$ cat src/rtl/cp0_exc_ctrl_pkg.sv
// cp0_exc_ctrl_pkg: shared ExcCodes, exception-vector bit indices and sequencer states
package cp0_exc_ctrl_pkg;

    localparam logic [4:0] EXCEP_CODE_INT  = 5'h00;
    localparam logic [4:0] EXCEP_CODE_ADEL = 5'h04;
    localparam logic [4:0] EXCEP_CODE_ADES = 5'h05;
    localparam logic [4:0] EXCEP_CODE_SYS  = 5'h08;
    localparam logic [4:0] EXCEP_CODE_BP   = 5'h09;
    localparam logic [4:0] EXCEP_CODE_RI   = 5'h0a;
    localparam logic [4:0] EXCEP_CODE_OV   = 5'h0c;

    localparam int EXC_BIT_ADEL_F = 31;
    localparam int EXC_BIT_RI     = 30;
    localparam int EXC_BIT_OV     = 29;
    localparam int EXC_BIT_BP     = 28;
    localparam int EXC_BIT_SYS    = 27;
    localparam int EXC_BIT_ADEL_D = 26;
    localparam int EXC_BIT_ADES   = 25;
    localparam int EXC_BIT_ERET   = 0;

    typedef enum logic [1:0] {CEC_IDLE, CEC_COMMIT, CEC_REDIRECT} cec_state_t;

endpackage

$ cat src/rtl/cp0_exc_ctrl_int_sync.sv
// cp0_int_sync: STAGES-deep synchroniser for asynchronous interrupt lines
// Ports: clk, rst_n (async active-low clear), d (async lines in), q (synchronised out)
module cp0_int_sync #(
    parameter int STAGES = 2,
    parameter int W      = 6
) (
    input  logic         clk,
    input  logic         rst_n,
    input  logic [W-1:0] d,
    output logic [W-1:0] q
);
    logic [STAGES-1:0][W-1:0] chain;

    always_ff @(posedge clk or negedge rst_n)
        if (!rst_n) chain <= '0;
        else        chain <= {chain[STAGES-2:0], d};

    assign q = chain[STAGES-1];
endmodule

$ cat src/rtl/cp0_exc_ctrl.sv
// cp0_exc_ctrl: MEM-stage exception/interrupt commit sequencer into cp0 with held fetch redirect
// Ports: clk, rst_n (async active-low); MEM inputs inst_valid_i, stall_i, exception_type_i, pc_i,
// exception_addr_i, now_in_delayslot_i; int_i/timer_irq_i and cp0 Status fields; epc_i;
// redirect_ready_i. Outputs: cause_ip_o, cp0 commit bundle exc_*_o, eret_o, flush_o,
// redirect_valid_o/redirect_pc_o handshake, busy_o.
module cp0_exc_ctrl
    import cp0_exc_ctrl_pkg::*;
#(
    parameter logic [31:0] EXC_VECTOR  = 32'hBFC0_0380,
    parameter int          SYNC_STAGES = 2
) (
    input  logic        clk,
    input  logic        rst_n,
    input  logic        inst_valid_i,
    input  logic        stall_i,
    input  logic [31:0] exception_type_i,
    input  logic [31:0] pc_i,
    input  logic [31:0] exception_addr_i,
    input  logic        now_in_delayslot_i,
    input  logic [5:0]  int_i,
    input  logic        timer_irq_i,
    input  logic [7:0]  status_im_i,
    input  logic        status_ie_i,
    input  logic        status_exl_i,
    input  logic [31:0] epc_i,
    input  logic        redirect_ready_i,
    output logic [5:0]  cause_ip_o,
    output logic        exc_we_o,
    output logic [4:0]  exc_code_o,
    output logic        exc_epc_we_o,
    output logic [31:0] exc_epc_o,
    output logic        exc_bd_o,
    output logic        exc_badvaddr_we_o,
    output logic [31:0] exc_badvaddr_o,
    output logic        eret_o,
    output logic        flush_o,
    output logic        redirect_valid_o,
    output logic [31:0] redirect_pc_o,
    output logic        busy_o
);
    cec_state_t  state;
    logic [5:0]  ip_sync;
    logic [31:0] e;
    logic        int_pend, is_exc, is_eret, bad_we, accept;
    logic [4:0]  code;

    cp0_int_sync #(.STAGES(SYNC_STAGES), .W(6)) u_int_sync (
        .clk  (clk),
        .rst_n(rst_n),
        .d    (int_i),
        .q    (ip_sync)
    );

    // timer match is IP7, sharing Cause bit 15 with hardware line 5
    assign cause_ip_o = {ip_sync[5] | timer_irq_i, ip_sync[4:0]};
    assign e          = exception_type_i;
    assign busy_o     = state != CEC_IDLE;

    always_comb begin
        int_pend = |(cause_ip_o & status_im_i[7:2]) && status_ie_i && !status_exl_i;
        is_exc   = int_pend || |e[EXC_BIT_ADEL_F:EXC_BIT_ADES];
        is_eret  = !is_exc && e[EXC_BIT_ERET];
        code     = int_pend         ? EXCEP_CODE_INT  :
                   e[EXC_BIT_ADEL_F] ? EXCEP_CODE_ADEL :
                   e[EXC_BIT_RI]     ? EXCEP_CODE_RI   :
                   e[EXC_BIT_OV]     ? EXCEP_CODE_OV   :
                   e[EXC_BIT_BP]     ? EXCEP_CODE_BP   :
                   e[EXC_BIT_SYS]    ? EXCEP_CODE_SYS  :
                   e[EXC_BIT_ADEL_D] ? EXCEP_CODE_ADEL : EXCEP_CODE_ADES;
        // BadVAddr only when the winning cause is an address error
        bad_we   = !int_pend && (e[EXC_BIT_ADEL_F] ||
                   (!(e[EXC_BIT_RI] || e[EXC_BIT_OV] || e[EXC_BIT_BP] || e[EXC_BIT_SYS]) &&
                    (e[EXC_BIT_ADEL_D] || e[EXC_BIT_ADES])));
        accept   = state == CEC_IDLE && inst_valid_i && !stall_i && (is_exc || is_eret);
    end

    always_ff @(posedge clk or negedge rst_n) begin
        if (!rst_n) begin
            state             <= CEC_IDLE;
            exc_we_o          <= 1'b0;
            exc_code_o        <= '0;
            exc_epc_we_o      <= 1'b0;
            exc_epc_o         <= '0;
            exc_bd_o          <= 1'b0;
            exc_badvaddr_we_o <= 1'b0;
            exc_badvaddr_o    <= '0;
            eret_o            <= 1'b0;
            flush_o           <= 1'b0;
            redirect_valid_o  <= 1'b0;
            redirect_pc_o     <= '0;
        end else begin
            exc_we_o          <= 1'b0;
            eret_o            <= 1'b0;
            exc_epc_we_o      <= 1'b0;
            exc_badvaddr_we_o <= 1'b0;
            case (state)
                CEC_IDLE: if (accept) begin
                    state             <= CEC_COMMIT;
                    exc_we_o          <= is_exc;
                    eret_o            <= is_eret;
                    exc_code_o        <= code;
                    exc_epc_we_o      <= is_exc && !status_exl_i;
                    exc_epc_o         <= now_in_delayslot_i ? pc_i - 32'd4 : pc_i;
                    exc_bd_o          <= now_in_delayslot_i;
                    exc_badvaddr_we_o <= bad_we;
                    exc_badvaddr_o    <= e[EXC_BIT_ADEL_F] ? pc_i : exception_addr_i;
                    flush_o           <= 1'b1;
                    redirect_valid_o  <= 1'b1;
                    redirect_pc_o     <= is_eret ? epc_i : EXC_VECTOR;
                end
                default: if (redirect_ready_i) begin
                    state            <= CEC_IDLE;
                    flush_o          <= 1'b0;
                    redirect_valid_o <= 1'b0;
                end else begin
                    state <= CEC_REDIRECT;
                end
            endcase
        end
    end
endmodule

$ cat config.mk
export PLATFORM = sky130hd
export DESIGN_NAME = cp0_exc_ctrl
export DESIGN_NICKNAME = d
export VERILOG_FILES = /design/src/rtl/cp0_exc_ctrl_pkg.sv /design/src/rtl/cp0_exc_ctrl_int_sync.sv /design/src/rtl/cp0_exc_ctrl.sv
export SDC_FILE = /design/constraint.sdc
export NUM_CORES = 1
export LEC_CHECK = 0
export CAP_MARGIN = 20
export CORE_MARGIN = 5
export CORE_UTILIZATION = 41
export CTS_CLUSTER_DIAMETER = 60
export DETAILED_ROUTE_END_ITERATION = 12
export PLACE_DENSITY = 0.81
export SLEW_MARGIN = 15
export SYNTH_ARGS = -nofsm -noshare
export SYNTH_HDL_FRONTEND = slang
export SYNTH_SLANG_ARGS = --single-unit
$ cat constraint.sdc
create_clock -name clk -period 3.08 [get_ports clk]
set_clock_uncertainty 0.2 [all_clocks]
set_input_delay 0.462 -clock clk [delete_from_list [all_inputs] [get_ports clk]]
set_output_delay 0.462 -clock clk [all_outputs]
set_load 0.1 [all_outputs]
==> results of run 1 <==
flip-flops by register name, summed over array words and instances (netlist names):
register and count:
exc_epc_o 32, redirect_pc_o 32, exc_code_o 4, eret_o 1
u_int_sync.q 6, redirect_valid_o 1, state 2, exc_we_o 1
exc_bd_o 1, exc_epc_we_o 1, u_int_sync.chain 6, exc_badvaddr_o 32
exc_badvaddr_we_o 1
power by group through the flow:
stage | registers (mW) | clock network [mW] | logic [mW]
2_1_floorplan | 3.80 | 0 | 0.448
3_3_place_gp | 2.00 | 0 | 3.05
3_5_place_dp | 2.01 | 0 | 3.08
4_1_cts | 1.99 | 2.12 | 3.09
5_1_grt | 2.02 | 2.19 | 3.16
6_report | 1.98 | 2.08 | 3.07
placed cells by master, fill, tap and decap left out, types with 8 or more instances in the layout:
master,count
sky130_fd_sc_hd__a22o_1,20
sky130_fd_sc_hd__a31oi_1,19
sky130_fd_sc_hd__nor2_1,14
sky130_fd_sc_hd__clkdlybuf4s50_1,122
sky130_fd_sc_hd__dfrtp_1,120
sky130_fd_sc_hd__nand2_1,11
sky130_fd_sc_hd__mux2_2,53
sky130_fd_sc_hd__buf_4,147
sky130_fd_sc_hd__o22a_1,13
sky130_fd_sc_hd__mux2_1,26
sky130_fd_sc_hd__or3_1,8
sky130_fd_sc_hd__o31ai_1,13
sky130_fd_sc_hd__a211oi_1,18
sky130_fd_sc_hd__or4_1,14
sky130_fd_sc_hd__clkbuf_16,17
per-stage QoR:
| step | setup TNS, ps | cells | worst slack, ps | total power [mW] |
|---|---|---|---|---|
| floorplan | 0 | 446 | 508 | 4.25 |
| global placement | 0 | 857 | 14.3 | 5.05 |
| detailed placement | -171 | 857 | -35.6 | 5.09 |
| CTS | 0 | 890 | 381 | 7.19 |
| global route | 0 | 890 | 279 | 7.37 |
| finish | 0 | 890 | 372 | 7.13 |
repair_timing:
action | 4_1_cts | 5_1_grt
endpoints found under the hold margin | 43 | 0
endpoints found under the setup margin | 0 | 0
hold buffers | 1 | 0
metal layers:
layer	track usage	vias up	share of wire
met5	0	-	0
met4	0.0738	0	0.018
met3	0.0677	22	0.076
met2	0.363	221	0.50
met1	0.265	2381	0.40
li1	-	2209	-
final cells by class:
type,count,area share
clock buffer,20,0.0529
multi-input combinational,280,0.271
timing repair buffer,275,0.280
sequential,120,0.348
inverter,7,0.00304
tap,176,0.0255
clock inverter,12,0.0201
cells by family (layout without fill, tap and decap cells):
kind of cell | after synthesis | in the layout | share of synthesized area
buf+inv | 46 | 314 | 0.0386
xor+xnor | 11 | 11 | 0.0174
fa+ha+maj | 1 | 1 | 0.00226
mux | 79 | 79 | 0.161
simple gates | 88 | 88 | 0.0988
compound gates | 100 | 100 | 0.139
flops | 120 | 120 | 0.542
other cells | 1 | 1 | 0.000677
cells in the mapped netlist (3+ instances only):
| cell type | count | area [sq um] |
|---|---|---|
| sky130_fd_sc_hd__a22o_1 | 20 | 175 |
| sky130_fd_sc_hd__a21oi_1 | 3 | 15.0 |
| sky130_fd_sc_hd__dfrtp_1 | 120 | 3000 |
| sky130_fd_sc_hd__o22a_1 | 13 | 114 |
| sky130_fd_sc_hd__mux2_1 | 26 | 293 |
| sky130_fd_sc_hd__buf_2 | 9 | 45.0 |
| sky130_fd_sc_hd__a31oi_1 | 20 | 125 |
| sky130_fd_sc_hd__mux2_2 | 53 | 597 |
| sky130_fd_sc_hd__nor2_1 | 14 | 52.6 |
| sky130_fd_sc_hd__xnor2_1 | 5 | 43.8 |
| sky130_fd_sc_hd__o21ai_0 | 4 | 20.0 |
| sky130_fd_sc_hd__xor2_1 | 6 | 52.6 |
| sky130_fd_sc_hd__or2_2 | 6 | 37.5 |
| sky130_fd_sc_hd__nor4_1 | 5 | 31.3 |
| sky130_fd_sc_hd__nor3_1 | 5 | 25.0 |
| sky130_fd_sc_hd__nand4_1 | 4 | 25.0 |
| sky130_fd_sc_hd__clkbuf_1 | 21 | 78.8 |
| sky130_fd_sc_hd__inv_1 | 6 | 22.5 |
| sky130_fd_sc_hd__buf_4 | 8 | 60.1 |
| sky130_fd_sc_hd__a211oi_1 | 18 | 135 |
| sky130_fd_sc_hd__o31ai_1 | 13 | 97.6 |
| sky130_fd_sc_hd__or3_1 | 8 | 50.1 |
| sky130_fd_sc_hd__nand2_1 | 11 | 41.3 |
| sky130_fd_sc_hd__nand3_1 | 3 | 15.0 |
| sky130_fd_sc_hd__or4_1 | 14 | 105 |
final timing paths:
| kind | from | to | slack [ps] | cells past startpoint |
|---|---|---|---|---|
| max in group asynchronous | rst_n | exc_badvaddr_o[15] | 1530 | 3 |
| min in group asynchronous | rst_n | redirect_pc_o[4] | 400 | 2 |
| setup / recovery | exception_type_i[28] | exc_badvaddr_o[8] | 370 | 7 |
| setup reg to reg | state[1] | exc_badvaddr_o[8] | 820 | 6 |
| hold / removal | u_int_sync.chain[3] | u_int_sync.q[3] | 150 | 0 |
| hold reg to reg | u_int_sync.chain[3] | u_int_sync.q[3] | 150 | 0 |
critical path: stages:
cell and delay (ps):
sky130_fd_sc_hd__clkdlybuf4s50_1 480, sky130_fd_sc_hd__or4_1 560, sky130_fd_sc_hd__o41a_1 450, sky130_fd_sc_hd__a21oi_4 160, sky130_fd_sc_hd__inv_2 110, sky130_fd_sc_hd__buf_4 220
sky130_fd_sc_hd__mux2_1 340
==> results.md, run 1 <==
Power and ir drop:
- The share of power burned in the clock network is 0.292.
- The internal power component is around 3.9 mW.
- The power share of the sequential group is 0.278.
- In this run the power density over the cells is 826 nW/um^2.
- The analysis attributes to net switching a power of 3.19 mW.
- The portion of total power attributed to combinational logic is 0.430.
- The static leakage is roughly 3.6 nW.
- Of the total power, the share spent switching nets is 0.448.
- The worst voltage drop across the vdd grid is 677 uV.

Yosys:
- Dividing the synthesized area by the synthesized cell count gives 12.4 sq um.
- Counting flops with an async set or reset pin after synthesis yields a share of 1.00.
- The count of synthesis-stage warnings from yosys is 0.
- Counting flops with a built-in enable in the synthesized netlist gives 0.
- For this run, the register share of the synthesized area comes to 0.542.
- The most used flip-flop cell after synthesis is sky130_fd_sc_hd__dfrtp_1.
- Synthesis produced a netlist with a net count of 598.
- The flop and latch count out of synthesis is 120.
- The number of library cell types mapped by synthesis is 50.
- The total standard cell area after synthesis is 5540 sq um.
- The gate count of the mapped netlist is 446.

Clock network:
- The maximum clock path buffer count is 2.
- In this run, CTS created clock tree buffers numbering 17.
- Post-CTS repair changed the size of 0 cells.
- The setup fix buffers added after clock tree synthesis is 0.
- The clock reaches the later pin of the worst-skew pair after approximately 400 ps.
- The master cell of the clock root buffer is sky130_fd_sc_hd__clkbuf_16.
- The number of levels the H-tree was split into is 4.
- The sink count of the clock tree is 120.
- The CTS tree is done.
- Clock-pin slew was measured on the worst setup and hold paths at ~50 ps.

Global routing:
- The number of global-route vias before repair is 5028.
- The total congestion overflow after global routing is 0.
- The first global-routing pass estimated between 20 and 30 mm of wire.
- Entering global routing, the biggest net connects 54 pins.
- The total global-route track usage is 0.216.
- The initial antenna violation count is 0.

Worst setup path:
- STA puts the critical path data arrival time at 2790 ps.
- The top fanout value on the critical path is 17.
- STA classifies the critical path endpoint as a flip-flop.
- Data on the critical path is required at its endpoint by 3160 ps.
- By startpoint and endpoint, the worst setup path is classified as in2reg.
- STA classifies the critical path startpoint as a primary input.

Timing:
- Measured against its own limit, the worst slew margin works out to 0.583.
- The number of endpoints failing setup at the final stage is 0.
- At the pin with the least slew margin, the transition time is 626 ps.
- Subtracting the final worst setup slack from the clock period gives 2710 ps.
- On the final layout, the worst hold slack is 146 ps.
- The number of hold violations in the final report came to 0.
- In the finished design, the share of the clock period the worst path needs comes to 0.879.
- Derived from the worst setup path, the maximum achievable clock frequency is 0.369 GHz.
- The final-report max-slew violation count came to 0.
- Setup repair after global routing left no endpoint under its margin.

Place:
- Once placement finished, the instance area stood at 8000 sq um.
- At the end of routability-driven placement, the weighted congestion stood at 0.916.
- The number of input and output port buffers inserted is 238.
- Summed over all nets, the half-perimeter wirelength after detailed placement is 13.3 mm.

Detailed routing:
- Summed over all layers, the routed wires come to between 15 and 20 mm.
- Dividing the detail-routed wire length by the instance count gives 19.5 um.
- The length of the first detailed-routing pass in iterations is 7.
- The via count of the routed design is 4833.
- The number of remaining DRC errors is 0.
- After detailed routing, the number of vias per cell comes to 5.43.
- For this block, the initial DRC count from the detailed router was 486.
- The count of nets left with antenna violations after detail routing is 0.

Finish:
- Fill cells in the final layout number 1036.
- The count of nets after finishing is 853.
- The post-route cell area is between 8000 and 9000 sq um.
- The sequential cells in the finished layout cover a total of 3000 sq um.
- The area of combinational cells with multiple inputs is between 2000 and 2500 sq um.
- The utilization after layout is 0.652.
- Relative to the synthesized area, the layout overhead comes to 56.0%.
- The layout cell share with drive strength beyond 1 is 0.350.
- The number of antenna diodes in the final layout is 0.

Die:
- The y dimension of the die is 126 um.
- The floorplan has 42 rows.
- The core region is 13200 sq um.
- The initial utilization of the core area, before any placement, comes to 0.418.
- The total die area is between 15000 and 20000 sq um.
- The number of top-level pins is 266.
- The x dimension of the die is between 100 and 150 um.

Hold path:
- The tightest min-delay check is of the reg2reg type.

Status:
- The flow ran to the end, and the final reports show no timing, DRC or antenna violations.

Job:
- The number of max-capacitance violations reported is 0.
Power figures use the tool's default switching activity.
==> run 2: changes to the inputs <==
- SKIP_LAST_GASP: not set -> 1
==> results of run 2 <==
Same layout as run 1: the final DEF is identical, and so are final timing and power.
